$ cat config.mk
export PLATFORM = sky130hd
export DESIGN_NAME = isdu_fetch_flat
export DESIGN_NICKNAME = d
export VERILOG_FILES = /design/src/rtl/isdu_pkg.sv /design/src/rtl/isdu_fetch_if.sv /design/src/rtl/isdu_fetch_wait_counter.sv /design/src/rtl/isdu_fetch.sv /design/src/flat_wrapper.sv
export SDC_FILE = /design/constraint.sdc
export NUM_CORES = 1
export LEC_CHECK = 0
export BUFFER_PORTS_ARGS = -buffer_cell sky130_fd_sc_hd__buf_2
export CORE_AREA = 5 5 42 44
export DETAILED_ROUTE_END_ITERATION = 8
export DIE_AREA = 0 0 47 49
export GPL_TIMING_DRIVEN = 0
export PLACE_DENSITY_LB_ADDON = 0.12
export SYNTH_ARGS = -nofsm -noshare
export SYNTH_HDL_FRONTEND = slang
export SYNTH_SLANG_ARGS = --single-unit
$ cat constraint.sdc
create_clock -name Clk -period 1.67 [get_ports Clk]
set_input_delay 0 -clock Clk [delete_from_list [all_inputs] [get_ports Clk]]
set_output_delay 0 -clock Clk [all_outputs]
set_load 0.05 [all_outputs]
$ cat src/rtl/isdu_pkg.sv
// Shared types and constants for the instruction-fetch sequencer.
package isdu_pkg;

    typedef enum logic [2:0] {
        HALTED = 3'b000,
        S18    = 3'b001,
        S33    = 3'b010,
        S35    = 3'b011,
        PAUSE1 = 3'b100,
        PAUSE2 = 3'b101
    } isdu_state_e;

    localparam logic [1:0]  PCMUX_INC = 2'b00;
    localparam int unsigned CNT_W     = 4;

endpackage

$ cat src/rtl/isdu_fetch_if.sv
// Control bundle between the fetch sequencer and the datapath/front panel.
interface isdu_fetch_if;

    logic       Run;
    logic       Continue;
    logic       LD_MAR;
    logic       LD_MDR;
    logic       LD_IR;
    logic       LD_PC;
    logic       GatePC;
    logic       GateMDR;
    logic       GateALU;
    logic       GateMARMUX;
    logic [1:0] PCMUX;
    logic       MIO_EN;
    logic       Mem_RD;
    logic [2:0] State;

    modport master (
        input  Run, Continue,
        output LD_MAR, LD_MDR, LD_IR, LD_PC,
        output GatePC, GateMDR, GateALU, GateMARMUX,
        output PCMUX, MIO_EN, Mem_RD, State
    );

    modport slave (
        output Run, Continue,
        input  LD_MAR, LD_MDR, LD_IR, LD_PC,
        input  GatePC, GateMDR, GateALU, GateMARMUX,
        input  PCMUX, MIO_EN, Mem_RD, State
    );

endinterface

$ cat src/rtl/isdu_fetch_wait_counter.sv
// Memory read-wait counter: parallel load, saturating decrement, zero flag.
module wait_counter
    import isdu_pkg::*;
#(
    parameter int unsigned W = CNT_W
) (
    input  logic         clk,
    input  logic         rst_n,
    input  logic         load,
    input  logic [W-1:0] load_val,
    input  logic         dec,
    output logic         zero
);

    logic [W-1:0] count;

    always_ff @(posedge clk or negedge rst_n) begin
        if (!rst_n) begin
            count <= '0;
        end else if (load) begin
            count <= load_val;
        end else if (dec && (count != '0)) begin
            count <= count - 1'b1;
        end
    end

    assign zero = (count == '0);

endmodule

$ cat src/rtl/isdu_fetch.sv
// Single-step instruction-fetch sequencer: Run starts, each Continue press
// releases exactly one MAR<-PC / MDR<-M / IR<-MDR fetch.
module isdu_fetch
    import isdu_pkg::*;
#(
    parameter int unsigned MEM_WAIT = 2
) (
    input  logic         Clk,
    input  logic         Reset,
    isdu_fetch_if.master bus
);

    localparam logic [CNT_W-1:0] WAIT_LOAD = CNT_W'(MEM_WAIT - 1);

    isdu_state_e state;
    isdu_state_e state_nxt;
    logic        cnt_load;
    logic        cnt_dec;
    logic        cnt_zero;

    always_ff @(posedge Clk or negedge Reset) begin
        if (!Reset) begin
            state <= HALTED;
        end else begin
            state <= state_nxt;
        end
    end

    wait_counter #(.W(CNT_W)) u_wait_counter (
        .clk      (Clk),
        .rst_n    (Reset),
        .load     (cnt_load),
        .load_val (WAIT_LOAD),
        .dec      (cnt_dec),
        .zero     (cnt_zero)
    );

    always_comb begin
        state_nxt      = state;
        cnt_load       = 1'b0;
        cnt_dec        = 1'b0;
        bus.LD_MAR     = 1'b0;
        bus.LD_MDR     = 1'b0;
        bus.LD_IR      = 1'b0;
        bus.LD_PC      = 1'b0;
        bus.GatePC     = 1'b0;
        bus.GateMDR    = 1'b0;
        bus.GateALU    = 1'b0;
        bus.GateMARMUX = 1'b0;
        bus.PCMUX      = PCMUX_INC;
        bus.MIO_EN     = 1'b0;
        bus.Mem_RD     = 1'b0;
        bus.State      = state;

        unique case (state)
            HALTED: begin
                if (bus.Run) state_nxt = S18;
            end
            S18: begin
                bus.GatePC = 1'b1;
                bus.LD_MAR = 1'b1;
                bus.LD_PC  = 1'b1;
                // Counter is loaded here so it holds MEM_WAIT-1 in the first S33 cycle.
                cnt_load   = 1'b1;
                state_nxt  = S33;
            end
            S33: begin
                bus.MIO_EN = 1'b1;
                bus.Mem_RD = 1'b1;
                if (cnt_zero) begin
                    bus.LD_MDR = 1'b1;
                    state_nxt  = S35;
                end else begin
                    cnt_dec = 1'b1;
                end
            end
            S35: begin
                bus.GateMDR = 1'b1;
                bus.LD_IR   = 1'b1;
                state_nxt   = PAUSE1;
            end
            PAUSE1: begin
                if (bus.Continue) state_nxt = PAUSE2;
            end
            PAUSE2: begin
                if (!bus.Continue) state_nxt = S18;
            end
            default: state_nxt = HALTED;
        endcase
    end

endmodule

$ cat src/flat_wrapper.sv
// flat-port wrapper written by rule: the top's interface ports become plain ports
module isdu_fetch_flat import isdu_pkg::*;
#(
    parameter int unsigned MEM_WAIT = 2
)
  (Clk, Reset, bus_Run, bus_Continue, bus_LD_MAR, bus_LD_MDR, bus_LD_IR, bus_LD_PC, bus_GatePC, bus_GateMDR, bus_GateALU, bus_GateMARMUX, bus_PCMUX, bus_MIO_EN, bus_Mem_RD, bus_State);
  isdu_fetch_if bus_i ();
  input  logic Clk;
  input  logic Reset;
  input wire logic [$bits(bus_i.Run)-1:0] bus_Run;
  input wire logic [$bits(bus_i.Continue)-1:0] bus_Continue;
  output wire logic [$bits(bus_i.LD_MAR)-1:0] bus_LD_MAR;
  output wire logic [$bits(bus_i.LD_MDR)-1:0] bus_LD_MDR;
  output wire logic [$bits(bus_i.LD_IR)-1:0] bus_LD_IR;
  output wire logic [$bits(bus_i.LD_PC)-1:0] bus_LD_PC;
  output wire logic [$bits(bus_i.GatePC)-1:0] bus_GatePC;
  output wire logic [$bits(bus_i.GateMDR)-1:0] bus_GateMDR;
  output wire logic [$bits(bus_i.GateALU)-1:0] bus_GateALU;
  output wire logic [$bits(bus_i.GateMARMUX)-1:0] bus_GateMARMUX;
  output wire logic [$bits(bus_i.PCMUX)-1:0] bus_PCMUX;
  output wire logic [$bits(bus_i.MIO_EN)-1:0] bus_MIO_EN;
  output wire logic [$bits(bus_i.Mem_RD)-1:0] bus_Mem_RD;
  output wire logic [$bits(bus_i.State)-1:0] bus_State;
  assign bus_i.Run = bus_Run;
  assign bus_i.Continue = bus_Continue;
  assign bus_LD_MAR = bus_i.LD_MAR;
  assign bus_LD_MDR = bus_i.LD_MDR;
  assign bus_LD_IR = bus_i.LD_IR;
  assign bus_LD_PC = bus_i.LD_PC;
  assign bus_GatePC = bus_i.GatePC;
  assign bus_GateMDR = bus_i.GateMDR;
  assign bus_GateALU = bus_i.GateALU;
  assign bus_GateMARMUX = bus_i.GateMARMUX;
  assign bus_PCMUX = bus_i.PCMUX;
  assign bus_MIO_EN = bus_i.MIO_EN;
  assign bus_Mem_RD = bus_i.Mem_RD;
  assign bus_State = bus_i.State;
  isdu_fetch #(.MEM_WAIT(MEM_WAIT)) u_core (.Clk(Clk), .Reset(Reset), .bus(bus_i));
endmodule
Word level (Yosys, flattened, before mapping) --
Cells that the tools add are included.
Storage, ports and cells: register bits 7, input port bits 4, output and inout port bits 15, word-level logic and storage cells 32
Operators by class: add/subtract/negate cells 1, equality and inequality tests 9, mux-type cells 14, reduce and logical (&&, ||, !) cells 6
Operator list (number):
- one-hot mux 3 bit (6 select lines) | 1
- two-way mux 3 bit | 4
- two-way mux 4 bit | 2
- two-way mux 1 bit | 7
- equality test 3 x 2 -> 1 bit, second input constant | 2
- equality test 3 bit, second input constant | 2
- inequality test 2 bit, second input constant | 3
- logical NOT 4 bit | 1
- AND reduction 4 bit | 1
- nonzero test 4 bit | 1
- subtractor 4 x 1 -> 4 bit, second input constant | 1
- equality test 3 x 1 -> 1 bit, second input constant | 1
- logical NOT 3 bit | 1
- inequality test 2 x 1 -> 1 bit, second input constant | 1
- nonzero test 2 bit | 1
- logical AND 1 bit | 1

Logic depth before layout (Yosys ltp) --
Gate-level depths: netlist of the first run.
depth after elaboration 6, mapped depth 5, gate-level depth less buffers 5

By module --
A second synthesis of the first run with hierarchy kept.
Second synthesis, totals: cell total of the unflattened synthesis 55, area, all modules 514.2 um^2
Modules (own cells, without submodules):
- wait_counter | times used 1, cells an instance 27, area an instance 270.3 um^2, sequential area each 100.1 um^2
- isdu_fetch | times used 1, cells an instance 28, area an instance 244.0 um^2, sequential area each 75.1 um^2

Worst setup path after synthesis of the first run --
Ideal clock, no wire load.
kind reg-to-reg, start register u_core.state[1] (netlist: u_core.bus.State[1]), end register u_core.u_wait_counter.count[1], setup time 0.079 ns, data arrival time 1.915 ns, data required time 1.591 ns, path slack -0.325 ns, stages on the path, launching flop included 5, buffers on the path 0, cells stage by stage dfrtp_1 or3b_4 inv_1 and2_1 mux2i_1
Between the ends: word-level cells in the longest chain between the ends 4, elaborated cells between the ends (all ways) 7
RTL lines:
- start, declared | line isdu_fetch.sv:15 | isdu_state_e state;
- start signal, assigned | line isdu_fetch.sv:25 | state <= state_nxt;
- equality test 3 x 2 -> 1 bit | line isdu_fetch.sv:55 | unique case (state)
- two-way mux 1 bit | line isdu_fetch.sv:55
- logical AND 1 bit | line isdu_fetch_wait_counter.sv:22 | end else if (dec && (count != '0)) begin
- nonzero test 2 bit (no line)
- end signal, assigned | line isdu_fetch_wait_counter.sv:21 | count <= load_val;
- end signal, assigned | line isdu_fetch_wait_counter.sv:23 | count <= count - 1'b1;
- end, declared | line isdu_fetch_wait_counter.sv:15 | logic [W-1:0] count;
Parallel ways exist; a longest one is shown, timed or not. A chain may end at the register's enable or synchronous reset.

Worst setup path in the final report of the first run --
start register u_core.state[0] (netlist: u_core.bus.State[0]), end output port bus_Mem_RD
Between the ends: word-level cells in the longest chain between the ends 2
RTL lines:
- equality test 3 x 2 -> 1 bit | line isdu_fetch.sv:55
- two-way mux 1 bit | line isdu_fetch.sv:55
- end, declared | line flat_wrapper.sv:22 | output wire logic [$bits(bus_i.Mem_RD)-1:0] bus_Mem_RD;
Every way passes these cells.

==> results.toml, run 1 <==
[global_routing]
grt_max_degree = 9
grt_remaining_overflow = 0
grt_usage = 0.0865
antenna_found_initial = 0
grt_pass1_vias = 338
grt_pass1_wl_um = 1420

[critical_path]
start_kind = "flop"
cp_max_fo = 8
crit_type = "reg2out"
arrival_ns = 1.60
critPathRequiredTime_ns = 1.67
endpoint_kind = "primary output"

[floorplanning]
dieWidth_um = 47
coreArea_um2 = 1400
chipHeight_um = 49
rows = 14
dieArea_um2 = 2300
pin_count = 19
start_util = 0.320

[cts]
cts_root_buf = "clkbuf_4"
clk_pin_slew_ns = 0.06
htreeDepth = 1
cts_buffers = 3
cts_tree = "done"
insertion_delay_ns = 0.26
numClockSinks = 7
clock_path_buffers = 2

[placement]
routabilityCongestion = 0.716
postPlaceCellArea_um2 = 563
portBuffers = 14
placed_cells = 81
dp_hpwl_um = 677

[run]
max-cap-violations = 0

[status]
status = "complete, no violations"

[synth]
ys_ff_latch = 7
syn_area_um2 = 448
yosys_warnings = 0
yosysSeqAreaShare = 0.391
synthCells = 48
ys_types = 24
synth_area_per_cell_um2 = 9.33

[detailed_routing]
drc = 0
num_vias = 384
route.final.wire_length_um = 893
antenna_left = 0
wl_per_cell_um = 10.4
firstDrtPassIters = 4
wl_met3_um = 107
first_iter_violations = 4
top_layer_used = "met4"
avgViaCountPerCell = 4.47
wl_met1_um = 380
route.met2.wl_um = 396

[sta]
hold_violations = 0
period_minus_slack_ns = 1.60
finClkSkew_ns = 0.00762
period_share = 0.960
drv_slew = 0
fmax_ghz = 0.624
finalSetupViolations = 0

[min_path]
hp-class = "in2reg"

[finish]
antenna_cells = 0
layout.nets = 77
fin_area_um2 = 618
syn2layout_area_growth_pct = 38.0
drive_above_1_share = 0.514
multi_input_area_um2 = 219
fillers = 149
seqCellArea_um2 = 179
final_cells = 86
[logic make-up (layout without fill, tap and decap cells)]
| group | Yosys count | count (layout) | synth area share |
|---|---|---|---|
| and+or+nand+nor | 17 | 17 | 0.226 |
| xor gates and xnor gates | 1 | 1 | 0.0196 |
| adders and majority gates | 2 | 2 | 0.0559 |
| other | 1 | 4 | 0.00837 |
| muxes | 2 | 2 | 0.0447 |
| AOI/OAI and AO/OA | 6 | 6 | 0.0866 |
| buffers and inverters | 12 | 31 | 0.168 |
| DFF | 7 | 7 | 0.391 |
[Yosys cell counts]
cell      number  area (µm²)
mux2i_1        2        20.0
nor2b_1        1        6.26
or3b_4         1        11.3
nand3_1        1        5.00
o21ai_0        1        5.00
or3b_2         2        17.5
or4_1          1        7.51
or3_1          1        6.26
buf_4          8        60.1
o22ai_1        1        6.26
nand2_1        3        11.3
a21oi_1        1        5.00
xnor2_1        1        8.76
nand2b_1       1        6.26
o211ai_1       1        7.51
inv_1          4        15.0
nor2_1         4        15.0
o21bai_1       1        7.51
ha_1           2        25.0
and3b_1        1        8.76
conb_1         1        3.75
dfrtp_1        7         175
a211oi_1       1        7.51
and2_1         1        6.26
[critical path, cell delays in order (launching register included)]
cell and delay [ns]:
dfrtp_2 0.45, or3b_4 0.45, clkinvlp_4 0.11, buf_4 0.10, buf_2 0.24
[layout by cell type (no fill, tap or decap), types with 2 or more instances in the layout]
master / count
nand2_1: 3
conb_1: 4
mux2i_1: 2
or3b_4: 3
clkbuf_4: 3
nor2_1: 3
clkinvlp_4: 2
dfrtp_1: 4
dfrtp_2: 3
buf_2: 11
buf_4: 10
[cell type report]
cell class,count,area share
multi-input cells,32,0.354
flip-flops and latches,7,0.289
repair buffers,15,0.148
plain buffers,8,0.0972
clock buffers,4,0.0425
inverters,4,0.0364
well taps,16,0.0324
[final timing paths]
| path | startpoint | end | slack [ns] | cells past startpoint |
|---|---|---|---|---|
| max | u_core.bus.State[0] | bus_Mem_RD | 0.07 | 4 |
| min | bus_Continue | u_core.bus.State[2] | 0.003 | 3 |
| max reg2reg | u_core.u_wait_counter.count[0] | u_core.u_wait_counter.count[1] | 0.15 | 5 |
| min reg2reg | u_core.u_wait_counter.count[2] | u_core.u_wait_counter.count[2] | 0.50 | 1 |
| max in group asynchronous | Reset | u_core.bus.State[0] | 1.39 | 2 |
| min in group asynchronous | Reset | u_core.u_wait_counter.count[0] | 0.11 | 2 |
[stage by stage]
stage	TNS, ns	hold WS (ns)	setup WS [ns]	utilization
2_1_floorplan	-0.0142	-0.296	-0.0142	-
3_3_place_gp	0	-0.150	0.0585	0.402
3_5_place_dp	0	-0.156	0.0672	0.402
4_1_cts	0	0.0000523	0.000902	0.438
5_1_grt	-0.00508	0.0120	-0.00508	0.441
6_report	0	0.00279	0.0663	0.441
[sequential cells by signal, summed over array words and instances (netlist names)]
register / cells
u_core.u_wait_counter.count: 4
u_core.bus.State: 3
[metal layers]
| metal | vias up | global-route usage |
|---|---|---|
| met1 | 175 | 0.108 |
| met5 | - | 0 |
| li1 | 192 | - |
| met3 | 2 | 0.0369 |
| met2 | 15 | 0.118 |
| met4 | 0 | 0.0553 |
[what timing repair did]
item	CTS	global route
gates resized for setup	5	3
setup endpoints to repair	3	4
endpoints found under the hold margin	7	0
setup buffers	0	0
hold buffers	1	0
Power of run 1 is not shown: default switching activity piles up to over one toggle a cycle in this logic, so the estimate is an artifact.
==> inputs of run 2 (changes only) <==
==> constraint.sdc (replaced) <==
create_clock -name Clk -period 1.67 [get_ports Clk]
set_input_delay 0.167 -clock Clk [delete_from_list [all_inputs] [get_ports Clk]]
set_output_delay 0.167 -clock Clk [all_outputs]
set_load 0.05 [all_outputs]
==> results.toml, run 2 (synthesis gave the netlist of run 1 again) <==
[cts]
clk_pin_slew_ns = 0.05
cts_tree = "done"
numClockSinks = 7
insertion_delay_ns = 0.25
clock_path_buffers = 2
cts_root_buf = "clkbuf_4"
cts_buffers = 3
htreeDepth = 1

[floorplanning]
dieWidth_um = 47
coreArea_um2 = 1400
dieArea_um2 = 2300
start_util = 0.320
pin_count = 19
rows = 14
chipHeight_um = 49

[sta]
period_minus_slack_ns = 1.68
holdWs_ns = 0.188
drv_slew = 0
finalSetupViolations = 1
finClkSkew_ns = 0.00278
fmax_ghz = 0.596
period_share = 1.00
hold_violations = 0
setup_slack_ns = -0.00790
rsz0062_at_grt = "true"

[min_path]
hp-class = "in2reg"
hold_start = "bus_Continue"

[global_routing]
grt_pass1_vias = 350
grt_remaining_overflow = 0
grt_usage = 0.0899
grt_pass1_wl_um = 1520
antenna_found_initial = 0
grt_max_degree = 9

[placement]
routabilityCongestion = 0.676
dp_hpwl_um = 702
portBuffers = 14
dp_slack_ns = 0.0126

[detailed_routing]
route.final.wire_length_um = 981
num_vias = 417
wl_per_cell_um = 10.3
drc = 0
antenna_left = 0
first_iter_violations = 8
firstDrtPassIters = 4
avgViaCountPerCell = 4.39

[finish]
syn2layout_area_growth_pct = 60.9
final_common_cell = "buf_4"
utilization = 0.514
fillers = 148
regMostFlops = "u_core.u_wait_counter.count"
layout.nets = 86
largest_reg_flops = 4
drive_above_1_share = 0.582
antenna_cells = 0
final_cell_mix = "buf_4, buf_2, buf_6"

[critical_path]
arrival_ns = 1.51
crit_path_max_incr_delay_ns = 0.41
path_cells = "inv_2 > ha_1 > or3b_4 > nor2_4 > buf_8"
endpoint_kind = "primary output"
start_kind = "flop"
crit_type = "reg2out"
worstSetupStartpoint = "u_core.u_wait_counter.count[0]"
r2r_start = "u_core.bus.State[2]"
critPathRequiredTime_ns = 1.50
path_buf_inv = 2
crit_path_top_delay_cell = "or3b_4"
cpLargestDelayFamily = "simple AND/OR/NAND/NOR gates"
cp_max_fo = 4

[run]
max-cap-violations = 0

[status]
status = "complete, but fails checks"
violations = "negative setup slack"
-- run 2: changes by cell type in the layout (fill, tap and decap cells not counted), sizes merged --
cell / before / now
buf: 22 / 31
-- run 2: through the flow --
| step | cells | setup TNS (ns) | instance area (µm²) |
|---|---|---|---|
| final | 95 | -0.00790 | 721 |
| after global routing | 95 | -0.0896 | 721 |
| after CTS | 91 | -0.0231 | 684 |
| after detailed placement | 81 | 0 | 581 |
| after global placement | 81 | 0 | 581 |
| after floorplan | 51 | -0.00262 | 490 |
-- run 2: area by class of cell --
cell class	count	area, µm²	area share
Clock buffer	4	26.3	0.0365
Multi-Input combinational cell	32	224	0.311
Buffer	8	67.6	0.0938
Sequential cell	7	179	0.248
Tap cell	16	20.0	0.0278
Timing Repair Buffer	24	181	0.252
Inverter	4	22.5	0.0313
-- run 2: path summary, 6_finish.rpt --
path | endpoint | slack (ns) | cells after the start
worst max register to register | u_core.u_wait_counter.count[3] | 0.07 | 4
worst min register to register | u_core.u_wait_counter.count[2] | 0.50 | 1
worst min-delay path | u_core.bus.State[2] | 0.19 | 3
worst max-delay path | bus_LD_MDR | -0.008 | 5
max in group asynchronous | u_core.bus.State[1] | 1.21 | 2
min in group asynchronous | u_core.u_wait_counter.count[0] | 0.28 | 2
-- run 2: metal layers --
layer  global-route usage  wire, µm
met1                0.116       414
met2                0.129       475
met3               0.0221        91
met4               0.0553         0
met5                    0         0
-- run 2: repair_timing --
| action | CTS | global route |
|---|---|---|
| gates resized for setup | 11 | 4 |
| setup endpoints to repair | 6 | 6 |
| pin swaps | 2 | 0 |
| cloned | 0 | 0 |
| hold endpoints to repair | 7 | 0 |
| setup buffers | 5 | 4 |
| hold buffers | 1 | 0 |
-- run 2: worst register-to-register path, delay by kind of cell (launching register included) --
| family | cells | cell delay (ns) |
|---|---|---|
| and+or+nand+nor | 3 | 0.96 |
| DFF | 1 | 0.42 |
| buffers and inverters | 1 | 0.15 |
Power of run 2 is left out for the same reason.
==> inputs of run 3 (changes only) <==
==> constraint.sdc (replaced) <==
create_clock -name Clk -period 2 [get_ports Clk]
set_input_delay 0.2 -clock Clk [delete_from_list [all_inputs] [get_ports Clk]]
set_output_delay 0.2 -clock Clk [all_outputs]
set_load 0.02 [all_outputs]
==> results.toml, run 3 (synthesis gave the netlist of run 1 again) <==
[sta]
period_share = 0.923
hold_violations = 0
finalSetupViolations = 0
drv_slew = 0
fmax_ghz = 0.542
period_minus_slack_ns = 1.85
holdWs_ns = 0.243
setup_slack_ns = 0.154
timing.setup.tns_ns = 0
finClkSkew_ns = 0.000640
rsz0062_at_grt = "false"

[cts]
post-cts-setup-buffer-count = 0
clock_path_buffers = 2
numClockSinks = 7
cts_buffers = 3
cts_tree = "done"
cts_root_buf = "clkbuf_4"
htreeDepth = 1
clk_pin_slew_ns = 0.05
insertion_delay_ns = 0.24

[placement]
dp_slack_ns = 0.388
routabilityCongestion = 0.612
dp_hpwl_um = 722
portBuffers = 14
postPlaceCellArea_um2 = 549

[detailed_routing]
avgViaCountPerCell = 4.21
first_iter_violations = 3
route.final.wire_length_um = 850
antenna_left = 0
wl_per_cell_um = 9.88
num_vias = 362
drc = 0
firstDrtPassIters = 3

[power_and_ir_drop]
vdd_drop_max_mv = 0.489
powerDensity_nw_per_um2 = 1580
p_leak_nw = 0.337

[floorplanning]
rows = 14
start_util = 0.320
chipHeight_um = 49
pin_count = 19
dieArea_um2 = 2300
coreArea_um2 = 1400
dieWidth_um = 47

[critical_path]
critPathRequiredTime_ns = 1.80
arrival_ns = 1.65
crit_type = "reg2out"
cp_max_fo = 4
r2r_start = "u_core.u_wait_counter.count[0]"
start_kind = "flop"
worstSetupStartpoint = "u_core.u_wait_counter.count[0]"
endpoint_kind = "primary output"

[finish]
antenna_cells = 0
final_cell_mix = "buf_2, buf_4, dfrtp_1"
layout.nets = 77
fin_area_um2 = 586
final_common_cell = "buf_2"
syn2layout_area_growth_pct = 30.7
utilization = 0.418
regMostFlops = "u_core.u_wait_counter.count"
largest_reg_flops = 4
drive_above_1_share = 0.400

[global_routing]
grt_pass1_wl_um = 1560
antenna_found_initial = 0
grt_pass1_vias = 370
grt_usage = 0.0923
grt_remaining_overflow = 0
grt_max_degree = 9

[min_path]
hp-class = "in2reg"
hold_start = "bus_Continue"

[status]
status = "complete, no violations"

[run]
max-cap-violations = 0
run 3: worst max-delay path, stage by stage (launching register included):
cell and delay (ns):
dfrtp_1 0.40, inv_1 0.09, ha_1 0.16, or3b_2 0.49, nor2_1 0.10, buf_2 0.17
run 3: area by class of cell:
cell class,count,area (µm²)
Inverter,4,15.0
Fill cell,146,816
Multi-Input combinational cell,32,209
Tap cell,16,20.0
Buffer,8,60.1
Clock buffer,4,26.3
Sequential cell,7,175
Timing Repair Buffer,15,80.1
run 3: routing by layer:
layer / GRT usage / vias to the layer above / wire [µm] / share of wire
met5: 0 / - / 0 / 0
met3: 0.0111 / 2 / 77 / 0.091
met1: 0.124 / 152 / 372 / 0.44
met2: 0.129 / 13 / 384 / 0.45
met4: 0.0691 / 0 / 15 / 0.018
li1: - / 195 / - / -
run 3: path summary, 6_finish.rpt:
path / slack, ns / to / depth (start not counted)
max in group asynchronous: 1.54 / u_core.u_wait_counter.count[1] / 2
max reg2reg: 0.38 / u_core.bus.State[0] / 5
min in group asynchronous: 0.31 / u_core.u_wait_counter.count[0] / 2
min: 0.24 / u_core.bus.State[2] / 3
min reg2reg: 0.49 / u_core.u_wait_counter.count[2] / 1
max: 0.15 / bus_LD_MDR / 5
run 3: timing repair:
item / 4_1_cts / 5_1_grt
gates resized for setup: 0 / 0
hold endpoints to repair: 7 / 0
hold buffers: 1 / 0
run 3: power breakdown:
part | leakage (nW) | internal (mW) | switching (mW)
Combinational | 0.233 | 0.236 | 0.298
Sequential | 0.0884 | 0.202 | 0.0685
Clock | 0.0150 | 0.0757 | 0.0459
Total | 0.337 | 0.514 | 0.412
run 3: per-stage QoR:
step                      total power, mW  instances
after CTS                           0.948         86
after floorplan                     0.661         51
after global routing                 1.02         86
after detailed placement            0.815         81
after global placement              0.811         81
final                               0.926         86
(Power assumes the default switching activity.)
